`src/rtl/pr_pkg.sv`:
```
// ---------------------------------------------------------------------------
// pr_pkg
// Shared definitions for the priority encode/decode pair. pr_encoder and
// pr_decoder_seq both import this package, so the code width matches at
// both ends of the encoded request bus.
//
// Contents:
//   PR_N       default code width (3 -> 8 one-hot lines)
//   PR_CNT_W   width of the hold/gap down-counter
//   pr_state_t decoder FSM state encoding
//   cnt_load   converts a cycle count into a down-counter load value
// ---------------------------------------------------------------------------
package pr_pkg;

    localparam int PR_N     = 3;
    localparam int PR_CNT_W = 8;

    typedef enum logic [1:0] {
        ST_IDLE  = 2'd0,
        ST_DRIVE = 2'd1,
        ST_GAP   = 2'd2
    } pr_state_t;

    // A phase lasting 'cycles' cycles loads cycles-1, because the zero
    // count itself occupies the final cycle of the phase. A zero-length
    // phase is never entered, so its load value is irrelevant; clamp to 0
    // to keep the constant in range.
    function automatic logic [PR_CNT_W-1:0] cnt_load(input int cycles);
        if (cycles > 0)
            cnt_load = PR_CNT_W'(cycles - 1);
        else
            cnt_load = '0;
    endfunction

endpackage

```
`src/rtl/pr_decoder_seq_hold_timer.sv`:
```
// ---------------------------------------------------------------------------
// hold_timer
// Loadable down-counter with a zero flag. The decoder reuses one instance
// to time both the HOLD phase and the GAP phase.
//
// Ports:
//   clk         rising-edge clock
//   rst         synchronous active-high reset, clears the count
//   load        load load_value this cycle (takes priority over counting)
//   load_value  value to load
//   en          decrement enable
//   count       current count
//   zero        count == 0
// ---------------------------------------------------------------------------
module hold_timer
    import pr_pkg::*;
#(
    parameter int W = PR_CNT_W
) (
    input  logic         clk,
    input  logic         rst,
    input  logic         load,
    input  logic [W-1:0] load_value,
    input  logic         en,
    output logic [W-1:0] count,
    output logic         zero
);

    // The count saturates at zero instead of wrapping, so a controller
    // that stays enabled for one more cycle cannot roll it over to all-ones.
    always_ff @(posedge clk) begin
        if (rst)
            count <= '0;
        else if (load)
            count <= load_value;
        else if (en && (count != '0))
            count <= count - 1'b1;
    end

    assign zero = (count == '0);

endmodule

```
`src/rtl/pr_decoder_seq.sv`:
```
// ---------------------------------------------------------------------------
// pr_decoder_seq
// Sequential binary-to-one-hot decoder. This is the receive-side
// counterpart of pr_encoder. A code is accepted over a valid/ready
// handshake. Its one-hot line is driven for HOLD cycles, followed by GAP
// idle cycles, before the next code can be accepted.
//
// Parameters:
//   N     code width, output width is 2**N
//   HOLD  cycles each line is driven (1..255)
//   GAP   idle cycles after each hold (0..255)
//
// Ports:
//   clk       rising-edge clock
//   rst       synchronous active-high reset
//   in_valid  a code is presented on in_code
//   in_code   binary code to decode
//   in_ready  block can accept a code this cycle (high only in IDLE)
//   y         registered one-hot decoded lines
//   y_valid   y is carrying a decoded line
//   done      one-cycle pulse on the last HOLD cycle
//   busy      state is not IDLE
// ---------------------------------------------------------------------------
module pr_decoder_seq
    import pr_pkg::*;
#(
    parameter int N    = PR_N,
    parameter int HOLD = 4,
    parameter int GAP  = 1
) (
    input  logic              clk,
    input  logic              rst,
    input  logic              in_valid,
    input  logic [N-1:0]      in_code,
    output logic              in_ready,
    output logic [2**N-1:0]   y,
    output logic              y_valid,
    output logic              done,
    output logic              busy
);

    localparam int W = 2**N;

    localparam logic [PR_CNT_W-1:0] HOLD_LOAD = cnt_load(HOLD);
    localparam logic [PR_CNT_W-1:0] GAP_LOAD  = cnt_load(GAP);
    localparam logic [W-1:0]        LINE0     = W'(1);
    localparam logic                HAS_GAP   = (GAP > 0);
    localparam logic                HOLD_ONE  = (HOLD_LOAD == '0);

    pr_state_t             state;
    logic                  accept;
    logic                  timer_load;
    logic [PR_CNT_W-1:0]   timer_value;
    logic                  timer_en;
    logic [PR_CNT_W-1:0]   count;
    logic                  count_zero;

    // in_ready is a registered output that is set only in IDLE, so it
    // fully qualifies the handshake.
    assign accept = in_valid && in_ready;

    // The timer is loaded with HOLD-1 on accept. It is reloaded with GAP-1
    // on the last DRIVE cycle when a gap follows. Otherwise it counts down
    // while the block is busy.
    always_comb begin
        timer_load  = 1'b0;
        timer_value = HOLD_LOAD;
        if (accept) begin
            timer_load  = 1'b1;
            timer_value = HOLD_LOAD;
        end else if ((state == ST_DRIVE) && count_zero && HAS_GAP) begin
            timer_load  = 1'b1;
            timer_value = GAP_LOAD;
        end
    end

    assign timer_en = (state != ST_IDLE);

    hold_timer #(
        .W (PR_CNT_W)
    ) u_hold_timer (
        .clk        (clk),
        .rst        (rst),
        .load       (timer_load),
        .load_value (timer_value),
        .en         (timer_en),
        .count      (count),
        .zero       (count_zero)
    );

    // Control FSM and output registers. All outputs are registered. done is
    // set one edge early, when the count is about to reach zero, so that it
    // coincides with the last HOLD cycle. The y register holds the decoded
    // line, so the accepted code needs no separate storage.
    always_ff @(posedge clk) begin
        if (rst) begin
            state    <= ST_IDLE;
            y        <= '0;
            y_valid  <= 1'b0;
            done     <= 1'b0;
            busy     <= 1'b0;
            in_ready <= 1'b1;
        end else begin
            case (state)
                ST_IDLE: begin
                    done <= 1'b0;
                    if (accept) begin
                        state    <= ST_DRIVE;
                        y        <= LINE0 << in_code;
                        y_valid  <= 1'b1;
                        busy     <= 1'b1;
                        in_ready <= 1'b0;
                        done     <= HOLD_ONE;
                    end
                end

                ST_DRIVE: begin
                    if (count_zero) begin
                        y       <= '0;
                        y_valid <= 1'b0;
                        done    <= 1'b0;
                        if (HAS_GAP) begin
                            state <= ST_GAP;
                        end else begin
                            state    <= ST_IDLE;
                            busy     <= 1'b0;
                            in_ready <= 1'b1;
                        end
                    end else begin
                        done <= (count == PR_CNT_W'(1));
                    end
                end

                ST_GAP: begin
                    done <= 1'b0;
                    if (count_zero) begin
                        state    <= ST_IDLE;
                        busy     <= 1'b0;
                        in_ready <= 1'b1;
                    end
                end

                default: begin
                    state    <= ST_IDLE;
                    y        <= '0;
                    y_valid  <= 1'b0;
                    done     <= 1'b0;
                    busy     <= 1'b0;
                    in_ready <= 1'b1;
                end
            endcase
        end
    end

endmodule

```
`config.mk`:
```
export PLATFORM = sky130hd
export DESIGN_NAME = pr_decoder_seq
export DESIGN_NICKNAME = d
export VERILOG_FILES = /design/src/rtl/pr_pkg.sv /design/src/rtl/pr_decoder_seq_hold_timer.sv /design/src/rtl/pr_decoder_seq.sv
export SDC_FILE = /design/constraint.sdc
export NUM_CORES = 1
export LEC_CHECK = 0
export ABC_AREA = 0
export CORE_MARGIN = 4
export CORE_UTILIZATION = 45
export CTS_BUF_LIST = sky130_fd_sc_hd__clkbuf_4
export DETAILED_ROUTE_END_ITERATION = 6
export PLACE_DENSITY = 0.71
export REMOVE_ABC_BUFFERS = 1
export SLEW_MARGIN = 20
export SYNTH_ARGS = -nofsm -noshare
export SYNTH_HDL_FRONTEND = slang
export SYNTH_SLANG_ARGS = --single-unit
export TNS_END_PERCENT = 5
```
`constraint.sdc`:
```
create_clock -name clk -period 2.7 [get_ports clk]
set_input_delay 0.54 -clock clk [delete_from_list [all_inputs] [get_ports clk]]
set_output_delay 0.54 -clock clk [all_outputs]
set_load 0.005 [all_outputs]
```
Yosys cells after proc, flatten, opt, wreduce, memory -nomap -nowiden
Index checks and enable logic that the tools add are counted.

operators by class
  reductions and logical operators = 12
  bitwise gates (word level) = 2
  shift operators = 1
  muxes and demuxes = 20
  add/sub/neg operators = 1
  eq/ne operators = 6

operators by type and width
  operator                                           count
  2-to-1 mux 8 bit                                   4
  case mux 8 bit (3 select lines)                    1
  2-to-1 mux 2 bit                                   5
  case mux 1 bit (3 select lines)                    3
  AND reduction 3 bit                                3
  == test 8 x 1 -> 1 bit (second input constant)     1
  zero test 8 bit                                    1
  nonzero test 8 bit                                 1
  left shift 1 x 3 -> 8 bit (first input constant)   1
  subtractor 8 x 1 -> 8 bit (second input constant)  1
  2-to-1 mux 1 bit                                   6
  != test 2 bit (second input constant)              3
  case mux 2 bit (3 select lines)                    1
  nonzero test 2 bit                                 2
  logical AND 1 bit                                  3
  OR reduction 3 bit                                 1
  == test 2 x 1 -> 1 bit (second input constant)     1
  == test 2 bit (second input constant)              1
  zero test 2 bit                                    1
  NOT 1 bit                                          2

storage, ports and cells
  bits in registers = 22

Longest topological paths before layout
  depth after elaboration = 5
  depth in mapped cells = 6
  gate-level depth less buffers = 6

Modules after synthesis
From an unflattened synthesis, not the netlist that was laid out.

unflattened totals
  cells, all modules = 124
  area, all modules = 1154.9 um2

modules (own cells, without submodules)
  module          times used  area an instance (um2)  cells each
  pr_decoder_seq  1           639.4                   65
  hold_timer      1           515.5                   59

Worst setup path after synthesis
Ideal clock, no wire load.

  path type = reg-to-reg
  start point = register u_hold_timer.count[0]
  end point = register y[0]
  path buffers = 0
  slack = 0.996 ns
  cell stages (with the launch flop) = 7
  period minus slack after synthesis = 1.704 ns
  required time = 2.583 ns
  arrival = 1.588 ns
  path through = dfxtp_1 -> inv_1 -> ha_1 -> or4b_4 -> nor2_8 -> o41ai_4 -> a22o_1

on the way
  longest elaborated chain between the ends = 3

RTL lines
  item                           RTL line                         source
  start: declaration             pr_decoder_seq_hold_timer.sv:25  output logic [W-1:0] count,
  start signal: assignment       pr_decoder_seq_hold_timer.sv:35  count <= load_value;
  start signal: assignment       pr_decoder_seq_hold_timer.sv:37  count <= count - 1'b1;
  zero test 8 bit                pr_decoder_seq_hold_timer.sv:40  assign zero = (count == '0);
  != test 2 bit (no line)        --
  AND reduction 3 bit (no line)  --
  end signal: assignment         pr_decoder_seq.sv:109            y <= LINE0 << in_code;
  end: declaration               pr_decoder_seq.sv:36             output logic [2**N-1:0] y,

Every way passes these cells.
A chain may end at the register's enable or synchronous reset.

Worst setup path after layout
  start point = register u_hold_timer.count[0]
  end point = register busy

on the way
  longest elaborated chain between the ends = 3

RTL lines
  item                           RTL line                         source
  zero test 8 bit                pr_decoder_seq_hold_timer.sv:40
  != test 2 bit (no line)        --
  AND reduction 3 bit (no line)  --
  end signal: assignment         pr_decoder_seq.sv:101            busy <= 1'b0;
  end signal: assignment         pr_decoder_seq.sv:111            busy <= 1'b1;
  end signal: assignment         pr_decoder_seq.sv:126            busy <= 1'b0;
  end: declaration               pr_decoder_seq.sv:39             output logic busy

Every way passes these cells.

==> results.json <==
{
  "status": "completed",
  "cts_hold_buffers": 0,
  "start_util_pct": 47.45,
  "worstSetupPathType": "reg2reg",
  "cp-endpoint": "busy",
  "regToRegStartpoint": "u_hold_timer.count[0]",
  "max_slew.worst_pin.slew_ps": 587.3,
  "io_pins": 18,
  "synth.yosys.seq_area_share_pct": 41.56,
  "ys_ff_latch": 22,
  "hold_viol": 0,
  "worstPathRequired_ps": 2920,
  "gp_congestion": 0.7612,
  "cp_max_fo": 7,
  "ff2ff_setup_slack_ps": 820,
  "area_growth_pct": 20.42,
  "most-common-layout-cells": "22 x dfxtp_1, 17 x clkdlybuf4s50_1, 11 x nor2_1",
  "peakVddDrop_v": 0.0006879,
  "track_usage_pct": 15.51,
  "relSlewSlack_pct": 60.79,
  "std_cell_rows": 17,
  "synth_area_mm2": 0.001060,
  "crit_family": "simple AND/OR/NAND/NOR gates",
  "fin_nets": 142,
  "dpl_cell_area_mm2": 0.001254,
  "portBuffers": 17,
  "crit_path_end_kind": "flop",
  "worstHoldPathType": "reg2reg",
  "vias": 918,
  "clockBufferDepth": 2,
  "clkTransAtPathRegs_ps": 120,
  "htree_levels": 1,
  "reg2reg_to": "busy",
  "path_buf_inv": 1,
  "final.setup_skew_ps": 2.475,
  "synthCells": 114,
  "crit_arrival_ps": 2100,
  "start_kind": "flop",
  "firstDrtPassIters": 4,
  "ant_nets": 0,
  "rsz0062_at_grt": "false",
  "slowest_delay_ps": 530,
  "fp.dieArea_mm2": 0.003196,
  "wl_per_cell_um": 13.92,
  "crit_start": "u_hold_timer.count[0]",
  "grt_first_pass_wirelength_um": 3926,
  "setup_viol": 0,
  "crit_path_cell_trace": "inv_1 -> ha_1 -> or4b_4 -> nor2_8 -> o21ai_0 -> a32o_1",
  "synthFlopType": "dfxtp_1",
  "fin_area_mm2": 0.001276,
  "grt_max_degree": 19,
  "drt_wl_total_um": 2213,
  "post-route-min-period_ps": 1880,
  "slowest_stage": "or4b_4",
  "clock_latency_ps": 310,
  "post-route-drc-count": 0,
  "maxCapViolations": 0,
  "dp_hpwl_um": 1695,
  "antennaDiodeCount": 0,
  "timing.fmax_mhz": 531.9,
  "yosysWarnings": 0,
  "synth_edf_count": 0,
  "cts_repair_resize_count": 0,
  "antenna_found_initial": 0,
  "power_leakage_uw": 0.0004795,
  "grt_remaining_overflow": 0,
  "viasPerCell": 5.774,
  "fin_tns_setup_ps": 0,
  "cp.depth": 6,
  "cts-root-buf": "clkbuf_4",
  "die_y_um": 56.53,
  "async_flop_share_pct": 0,
  "syn_area_per_cell_um2": 9.296,
  "cts_num_sinks": 22,
  "period_share_pct": 69.64,
  "layout_commonest_cell": "dfxtp_1",
  "cts_made_buffers": 3,
  "drv_slew": 0,
  "reg2regPathDepth": 6,
  "drt_iter0_drc": 26,
  "cts_tree": "done",
  "grt_pass1_vias": 859,
  "die_x_um": 56.53,
  "synth.distinct_cells": 37,
  "power.density_mw_per_mm2": 1073,
  "core_mm2": 0.002233,
  "post_cts_buffers": 0,
  "drive_above_1_share_pct": 9.160
}
-- kinds of logic after synthesis --
group,count (synthesis),share of synthesized area (%)
DFF,22,41.56
AOI/OAI and AO/OA,32,23.14
xor gates and xnor gates,4,3.306
adders and majority gates,3,3.542
and+or+nand+nor,44,24.91
buffers and inverters,9,3.541
-- cells in the mapped netlist, types with 3 or more instances --
| cell type | instances | area, um2 |
|---|---|---|
| buf_2 | 3 | 15.01 |
| a22o_1 | 4 | 35.03 |
| nor2_1 | 11 | 41.29 |
| inv_1 | 5 | 18.77 |
| nand2_1 | 7 | 26.28 |
| ha_1 | 3 | 37.54 |
| a32o_1 | 5 | 50.05 |
| a21oi_1 | 7 | 35.03 |
| dfxtp_1 | 22 | 440.4 |
| o21ai_0 | 7 | 35.03 |
| nor3_1 | 5 | 25.02 |
-- power by group --
part	internal [uW]	switching [uW]	leakage (uW)	total, uW
registers	401	105	0.000179	506
clock network	52.2	98.8	0.0000138	151
logic	322	391	0.000286	713
-- worst min-delay path by stage --
stage                                from                    end  slack, ps  depth (start not counted)
finish                               y[6]                   y[6]        490                          1
global route                         y[7]                   y[7]        510                          1
CTS                                  y[7]                   y[7]        490                          1
detailed placement                   y[7]                   y[7]        460                          1
global placement                     y[7]                   y[7]        450                          1
floorplan           u_hold_timer.count[1]  u_hold_timer.count[1]        460                          2
-- worst register-to-register path, stage by stage (launching register included) --
cell and delay (ps):
dfxtp_1 390, inv_1 100, ha_1 200, or4b_4 530, nor2_8 160, o21ai_0 100
a32o_1 290
-- state kept, by name, summed over array words and instances, names as in the netlist --
name / flops
in_ready: 1
u_hold_timer.count: 8
done: 1
state: 2
y_valid: 1
y: 8
busy: 1
-- cell type report --
cell class,count,area (um2)
clock buffers,3,22.52
fillers,206,957.2
inverters,5,18.77
multi-input cells,83,581.8
flip-flops and latches,22,440.4
well taps,28,35.03
repair buffers,18,177.7
-- per-stage QoR --
| stage | worst slack [ps] | util [%] | hold WS, ps | cells | power [uW] |
|---|---|---|---|---|---|
| after CTS | 828.3 | 57.14 | 486.4 | 159 | 1373 |
| after detailed placement | 598.9 | 56.13 | 457.9 | 156 | 1221 |
| after global routing | 688.9 | 57.14 | 510.3 | 159 | 1499 |
| after global placement | 645.0 | 56.13 | 453.3 | 156 | 1206 |
| final | 819.9 | 57.14 | 489.0 | 159 | 1370 |
| after floorplan | 990.7 | - | 457.2 | 110 | 1022 |
-- layer usage --
metal / up-vias / wire length (um) / global-route usage [%]
met4: 0 / 30 / 5.085
met2: 15 / 1019 / 23.76
met1: 434 / 1082 / 20.85
met3: 5 / 80 / 4.368
li1: 464 / - / -
met5: - / 0 / 0
Power figures use the tool's default switching activity.
